$ cat config.mk
export PLATFORM = sky130hd
export DESIGN_NAME = inst_loader_flat
export DESIGN_NICKNAME = d
export VERILOG_FILES = /design/src/rtl/inst_loader_if.sv /design/src/rtl/inst_loader.sv /design/src/flat_wrapper.sv
export SDC_FILE = /design/constraint.sdc
export NUM_CORES = 1
export LEC_CHECK = 0
export CORE_MARGIN = 1.5
export CORE_UTILIZATION = 43
export DETAILED_ROUTE_END_ITERATION = 10
export PLACE_DENSITY = 0.8
export SETUP_SLACK_MARGIN = 0.2
export SKIP_LAST_GASP = 1
export SLEW_MARGIN = 15
export SYNTH_ARGS = -nofsm -noshare
export SYNTH_HDL_FRONTEND = slang
export SYNTH_SLANG_ARGS = --single-unit
$ cat constraint.sdc
create_clock -name clk -period 2.4 [get_ports clk]
set_clock_uncertainty 0.05 [all_clocks]
set_input_delay 0.6 -clock clk [delete_from_list [all_inputs] [get_ports clk]]
set_output_delay 0.6 -clock clk [all_outputs]
set_load 0.005 [all_outputs]
$ cat src/rtl/inst_loader_if.sv
// inst_loader_if: instruction word stream into the loader and the
// instruction-memory write port out of it.
interface inst_loader_if #(
   parameter int ADDR_SIZE = 5,
   parameter int DATA_SIZE = 32
);
   logic                 in_valid;
   logic                 in_ready;
   logic [DATA_SIZE-1:0] in_data;
   logic                 in_last;
   logic                 mem_write_enable;
   logic [ADDR_SIZE-1:0] mem_write_addr;
   logic [DATA_SIZE-1:0] mem_write_data;
   modport master (
      output in_valid, in_data, in_last,
      input  in_ready, mem_write_enable, mem_write_addr, mem_write_data
   );
   modport slave (
      input  in_valid, in_data, in_last,
      output in_ready, mem_write_enable, mem_write_addr, mem_write_data
   );
endinterface

$ cat src/rtl/inst_loader.sv
// inst_loader: streams a program into instruction memory, pads with NOP, then runs the core.
// Define INST_LOADER_CHECKSUM_EN to require an XOR checksum word after the in_last word.
module inst_loader #(
   parameter int ADDR_SIZE = 5,
   parameter int DATA_SIZE = 32,
   parameter int MEM_LEN = 32,
   parameter logic [DATA_SIZE-1:0] FILL_WORD = 32'h00000013
) (
   input  logic               clk,
   input  logic               rst,
   input  logic               start,
   inst_loader_if.slave       bus,
   output logic               proc_run,
   input  logic               proc_done,
   output logic [ADDR_SIZE:0] loaded_count,
   output logic               error,
   output logic               busy
);
   localparam logic [2:0] IDLE  = 3'd0;
   localparam logic [2:0] LOAD  = 3'd1;
   localparam logic [2:0] DRAIN = 3'd2;
   localparam logic [2:0] FILL  = 3'd3;
   localparam logic [2:0] RUN   = 3'd4;
   localparam logic [2:0] DONE  = 3'd5;
`ifdef INST_LOADER_CHECKSUM_EN
   localparam logic [2:0] CHECK = 3'd6;
`endif
   localparam logic [ADDR_SIZE-1:0] LAST = ADDR_SIZE'(MEM_LEN - 1);
   localparam logic [ADDR_SIZE:0]   FULL = (ADDR_SIZE + 1)'(MEM_LEN);
   logic [2:0]           state, state_n;
   logic [ADDR_SIZE-1:0] addr;
   logic                 xfer;
   logic                 launch;
`ifdef INST_LOADER_CHECKSUM_EN
   logic [DATA_SIZE-1:0] csum;
   assign bus.in_ready = state == LOAD || state == DRAIN || state == CHECK;
`else
   assign bus.in_ready = state == LOAD || state == DRAIN;
`endif
   assign xfer   = bus.in_valid & bus.in_ready;
   assign busy   = state != IDLE && state != DONE;
   assign launch = (state == IDLE || state == DONE) && start;
   always_comb begin
      state_n = state;
      case (state)
         IDLE, DONE: state_n = start ? LOAD : state;
         LOAD:
            if (xfer && bus.in_last)
`ifdef INST_LOADER_CHECKSUM_EN
               state_n = CHECK;
`else
               state_n = addr == LAST ? RUN : FILL;
`endif
            else if (xfer && addr == LAST)
               state_n = DRAIN;
         DRAIN: state_n = xfer && bus.in_last ? DONE : DRAIN;
`ifdef INST_LOADER_CHECKSUM_EN
         // loaded_count already includes the in_last word, so FULL means nothing to pad
         CHECK:
            if (xfer)
               state_n = bus.in_data != csum ? DONE : loaded_count == FULL ? RUN : FILL;
`endif
         FILL: state_n = addr == LAST ? RUN : FILL;
         RUN: state_n = proc_done ? DONE : RUN;
         default: state_n = IDLE;
      endcase
   end
   always_ff @(posedge clk) begin
      if (rst) begin
         state <= IDLE;
         addr <= '0;
         loaded_count <= '0;
         error <= 1'b0;
         proc_run <= 1'b0;
         bus.mem_write_enable <= 1'b0;
         bus.mem_write_addr <= '0;
         bus.mem_write_data <= '0;
`ifdef INST_LOADER_CHECKSUM_EN
         csum <= '0;
`endif
      end else begin
         state <= state_n;
         // registered so the core starts one cycle after the last write lands
         proc_run <= state == RUN && !proc_done;
         bus.mem_write_enable <= (state == LOAD && xfer) || state == FILL;
         if ((state == LOAD && xfer) || state == FILL) begin
            bus.mem_write_addr <= addr;
            bus.mem_write_data <= state == FILL ? FILL_WORD : bus.in_data;
            addr <= addr == LAST ? addr : addr + 1'b1;
         end
         if (state == LOAD && xfer)
            loaded_count <= loaded_count == FULL ? FULL : loaded_count + 1'b1;
         if (state == DRAIN && xfer)
            error <= 1'b1;
`ifdef INST_LOADER_CHECKSUM_EN
         if (state == LOAD && xfer)
            csum <= csum ^ bus.in_data;
         if (state == CHECK && xfer && bus.in_data != csum)
            error <= 1'b1;
         if (launch)
            csum <= '0;
`endif
         if (launch) begin
            addr <= '0;
            loaded_count <= '0;
            error <= 1'b0;
         end
      end
   end
endmodule

$ cat src/flat_wrapper.sv
// flat-port wrapper written by rule: the top's interface ports become plain ports
module inst_loader_flat 
#(
   parameter int ADDR_SIZE = 5,
   parameter int DATA_SIZE = 32,
   parameter int MEM_LEN = 32,
   parameter logic [DATA_SIZE-1:0] FILL_WORD = 32'h00000013
)
  (clk, rst, start, proc_run, proc_done, loaded_count, error, busy, bus_in_valid, bus_in_data, bus_in_last, bus_in_ready, bus_mem_write_enable, bus_mem_write_addr, bus_mem_write_data);
  inst_loader_if #(.ADDR_SIZE(ADDR_SIZE), .DATA_SIZE(DATA_SIZE)) bus_i ();
  input  logic clk;
  input  logic rst;
  input  logic start;
  output logic proc_run;
  input  logic proc_done;
  output logic [ADDR_SIZE:0] loaded_count;
  output logic error;
  output logic busy;
  input wire logic [$bits(bus_i.in_valid)-1:0] bus_in_valid;
  input wire logic [$bits(bus_i.in_data)-1:0] bus_in_data;
  input wire logic [$bits(bus_i.in_last)-1:0] bus_in_last;
  output wire logic [$bits(bus_i.in_ready)-1:0] bus_in_ready;
  output wire logic [$bits(bus_i.mem_write_enable)-1:0] bus_mem_write_enable;
  output wire logic [$bits(bus_i.mem_write_addr)-1:0] bus_mem_write_addr;
  output wire logic [$bits(bus_i.mem_write_data)-1:0] bus_mem_write_data;
  assign bus_i.in_valid = bus_in_valid;
  assign bus_i.in_data = bus_in_data;
  assign bus_i.in_last = bus_in_last;
  assign bus_in_ready = bus_i.in_ready;
  assign bus_mem_write_enable = bus_i.mem_write_enable;
  assign bus_mem_write_addr = bus_i.mem_write_addr;
  assign bus_mem_write_data = bus_i.mem_write_data;
  inst_loader #(.ADDR_SIZE(ADDR_SIZE), .DATA_SIZE(DATA_SIZE), .MEM_LEN(MEM_LEN), .FILL_WORD(FILL_WORD)) u_core (.clk(clk), .rst(rst), .start(start), .bus(bus_i), .proc_run(proc_run), .proc_done(proc_done), .loaded_count(loaded_count), .error(error), .busy(busy));
endmodule
==> metrics.cfg, run 1 <==
[power_and_ir_drop]
power_frac_seq_pct=41.6
p_comb_share_pct=34.0
p_switching_uw=779
p_int_uw=1810
ir_worst_vdd_mv=0.435
p_leak_uw=0.00117
swShare_pct=30.1
power_frac_clock_pct=24.4
power_density_mw_per_mm2=810

[floorplanning]
dieArea_mm2=0.00539
die_h_um=73.4
core_mm2=0.00475
top_level_ports=86
die_width_um=73.4
initial_core_util_pct=44.8
rows=25

[layout]
area_growth_syn_to_layout_pct=50.0
drive_gt1_share_pct=6.83
antennaDiodeCount=0
nNetsFinal=363

[route]
drt-initial-drc-count=99
wl_met1_um=2250
viasPerCell=5.09
vias=1979
avgRoutedWirePerCell_um=13.0
ant_nets=0
drt-pass1-iter-count=4
routed-wl-met2_um=2360
met3WireLength_um=402
wl_um=5050
drc=0
highest_layer=met4

[clocking]
hold_buffers=0
cts_buffers=5
path_clk_slew_ns=0.09
cts_root_buffer=clkbuf_8
cts_tree=done
htreeDepth=2
cts_setup_buffers=0
cts_sinks=54
clock_path_buffers=2
worstSkewPairLatency_ns=0.30
cts_resized=4

[worst_hold_path]
hold_path.class=reg -> reg

[synthesis]
yosysSeqAreaShare_pct=50.7
synth_seq_cells=54
synthCells=238
ys_types=35
synth.top_cell.area_share_pct=50.7
syn_nets=280
syn_area_mm2=0.00213
synth_top_cell_by_area=dfxtp_1
yosys_warnings=0
yosys-top-cells-area=dfxtp_1, a22oi_1, nor2_1, a21oi_1, nand2_1
synth.avg_cell_area_um2=8.95

[critical_path]
critical_path.max_fanout=5
critPathLaunchType=register
worstPathCellList=and2b_4 -> or3_1 -> dlygate4sd2_1
arrival_ns=1.47
slowest_delay_ns=0.35
required_ns=1.75
crit_type=reg -> out
cpMaxStageDelayCell=dfxtp_2
crit_family=simple AND/OR/NAND/NOR gates
worst-path-buf-inv=1
cp-end-kind=primary output

[placed_design]
pre_cts_slack_ns=0.260
gp_congestion=0.818
place_hpwl_um=3590
port_buffers=85

[global_routing]
grt_pass1_wl_um=8330
grt_max_degree=38
grt_util_all_layers_pct=19.3
antenna_found_initial=0
gr-total-overflow=0
grt_pass1_vias=1868

[timing]
finalSetupViolCount=0
max_freq_mhz=472
slew_headroom_pct=64.7
hold_violations=0
worst_slew_pin_slew_ns=0.527
slew_violations=0
setup_tns_ns=0
setup_ws_ns=0.282
period_needed_ns=2.12
period_share_pct=88.3
rsz0062_at_grt=false

[flow_run]
drv_cap=0

[outcome]
status=finished, final reports clean

## final timing paths
path / cells past startpoint / slack, ns / start / to
min: 2 / 0.41 / u_core.bus.mem_write_addr[1] / u_core.bus.mem_write_addr[1]
min reg2reg: 2 / 0.41 / u_core.bus.mem_write_addr[1] / u_core.bus.mem_write_addr[1]
max: 3 / 0.28 / u_core.state[2] / busy
max reg2reg: 6 / 0.50 / u_core.addr[0] / u_core.state[0]
## power groups by stage
stage	Sequential (uW)	Clock [uW]	Combinational, uW
after floorplan	1090	0	476
after global placement	1090	0	890
after detailed placement	1100	0	904
after CTS	1080	648	892
after global routing	1090	677	981
final	1080	632	882
## stage by stage
step | hold WS, ns | total power, uW | std cells | util, % | cell area [um2]
floorplan | 0.396 | 1570 | 238 | - | 2130
global placement | 0.392 | 1980 | 381 | 64.7 | 3080
detailed placement | 0.397 | 2000 | 381 | 64.7 | 3080
finish | 0.410 | 2590 | 389 | 67.2 | 3200
global route | 0.442 | 2750 | 389 | 67.2 | 3200
CTS | 0.410 | 2620 | 389 | 67.2 | 3200
## routing by layer
layer	vias up	track usage, %
li1	992	-
met1	914	23.7
met2	68	32.8
met3	5	6.86
met4	0	3.91
met5	-	0
## synth_stat cells
cell and number:
dfxtp_1 54, nor2_1 51, a22oi_1 29, nand2_1 18, a21oi_1 14, buf_2 9, clkbuf_1 8, inv_1 6
ha_1 4, o21ai_0 4, o22ai_1 4, xnor2_1 4, xor2_1 4, and3_1 2, mux2i_1 2, nand3_1 2
nand4_1 2, nor2b_1 2, nor3_1 2, nor4_1 2, a311o_1 1, a31oi_1 1, a41o_1 1, and2b_4 1
and3b_1 1, and4bb_1 1, nand2b_1 1, nand3b_1 1, nor3_2 1, nor4b_1 1, o2111ai_1 1, o21ai_2 1
o221ai_1 1, o41ai_4 1, or3_1 1
## sequential cells by signal, summed over array words and instances, names as in the netlist
register	cells
u_core.state	3
u_core.error	1
u_core.bus.mem_write_addr	5
u_core.addr	5
u_core.loaded_count	6
u_core.proc_run	1
u_core.bus.mem_write_data	32
u_core.bus.mem_write_enable	1
## cell type report
type,count,area (um2)
clock buffers,6,82.6
clock inverters,2,38.8
fillers,407,1560
inverters,6,22.5
multi-input cells,161,952
flip-flops and latches,54,1080
well taps,67,83.8
repair buffers,93,933
## worst reg2reg max path: cells and delay by family, from the launching register on
family	cells	cell delay, ns
AO/OA/AOI/OAI	3	0.68
adder cells (fa/ha/maj)	2	0.52
flip-flops	1	0.41
AND/OR/NAND/NOR	1	0.17
## cells by family after synthesis
group                      Yosys count  share of synthesized area [%]
xor gates and xnor gates             8                           3.29
muxes                                2                          0.940
DFF                                 54                           50.7
AOI/OAI and AO/OA                   58                           19.4
buffers and inverters               23                           4.58
and+or+nand+nor                     89                           18.7
adders and majority gates            4                           2.35
## placed cells by master, fill, tap and decap left out, types with 2 or more instances in the layout
| master | Yosys | layout |
|---|---|---|
| dfxtp_1 | 54 | 52 |
| clkbuf_8 | 0 | 6 |
| nor3_1 | 2 | 2 |
| nand2_1 | 18 | 18 |
| xnor2_1 | 4 | 4 |
| xor2_1 | 4 | 4 |
| nor2b_1 | 2 | 2 |
| nor2_1 | 51 | 51 |
| nand4_1 | 2 | 2 |
| dlygate4sd2_1 | 0 | 2 |
| a21oi_1 | 14 | 14 |
| nand3_1 | 2 | 2 |
| nor4_1 | 2 | 2 |
| and3_1 | 2 | 2 |
| buf_12 | 0 | 2 |
| buf_4 | 0 | 6 |
| mux2i_1 | 2 | 2 |
| a22oi_1 | 29 | 29 |
| o21ai_0 | 4 | 4 |
| clkdlybuf4s50_1 | 0 | 83 |
| dfxtp_2 | 0 | 2 |
| o22ai_1 | 4 | 4 |
| ha_1 | 4 | 4 |
| inv_1 | 6 | 6 |
No activity file was read; power rests on OpenSTA's default activity.
==> run 2, diff against run 1 <==
--- a/config.mk
+++ b/config.mk
@@ -5,6 +5,7 @@
 export SDC_FILE = /design/constraint.sdc
 export NUM_CORES = 1
 export LEC_CHECK = 0
+export CAP_MARGIN = 20
 export CORE_MARGIN = 1.5
 export CORE_UTILIZATION = 43
 export DETAILED_ROUTE_END_ITERATION = 10
==> results of run 2 <==
No change in the layout: final DEF, timing and power equal those of run 1.
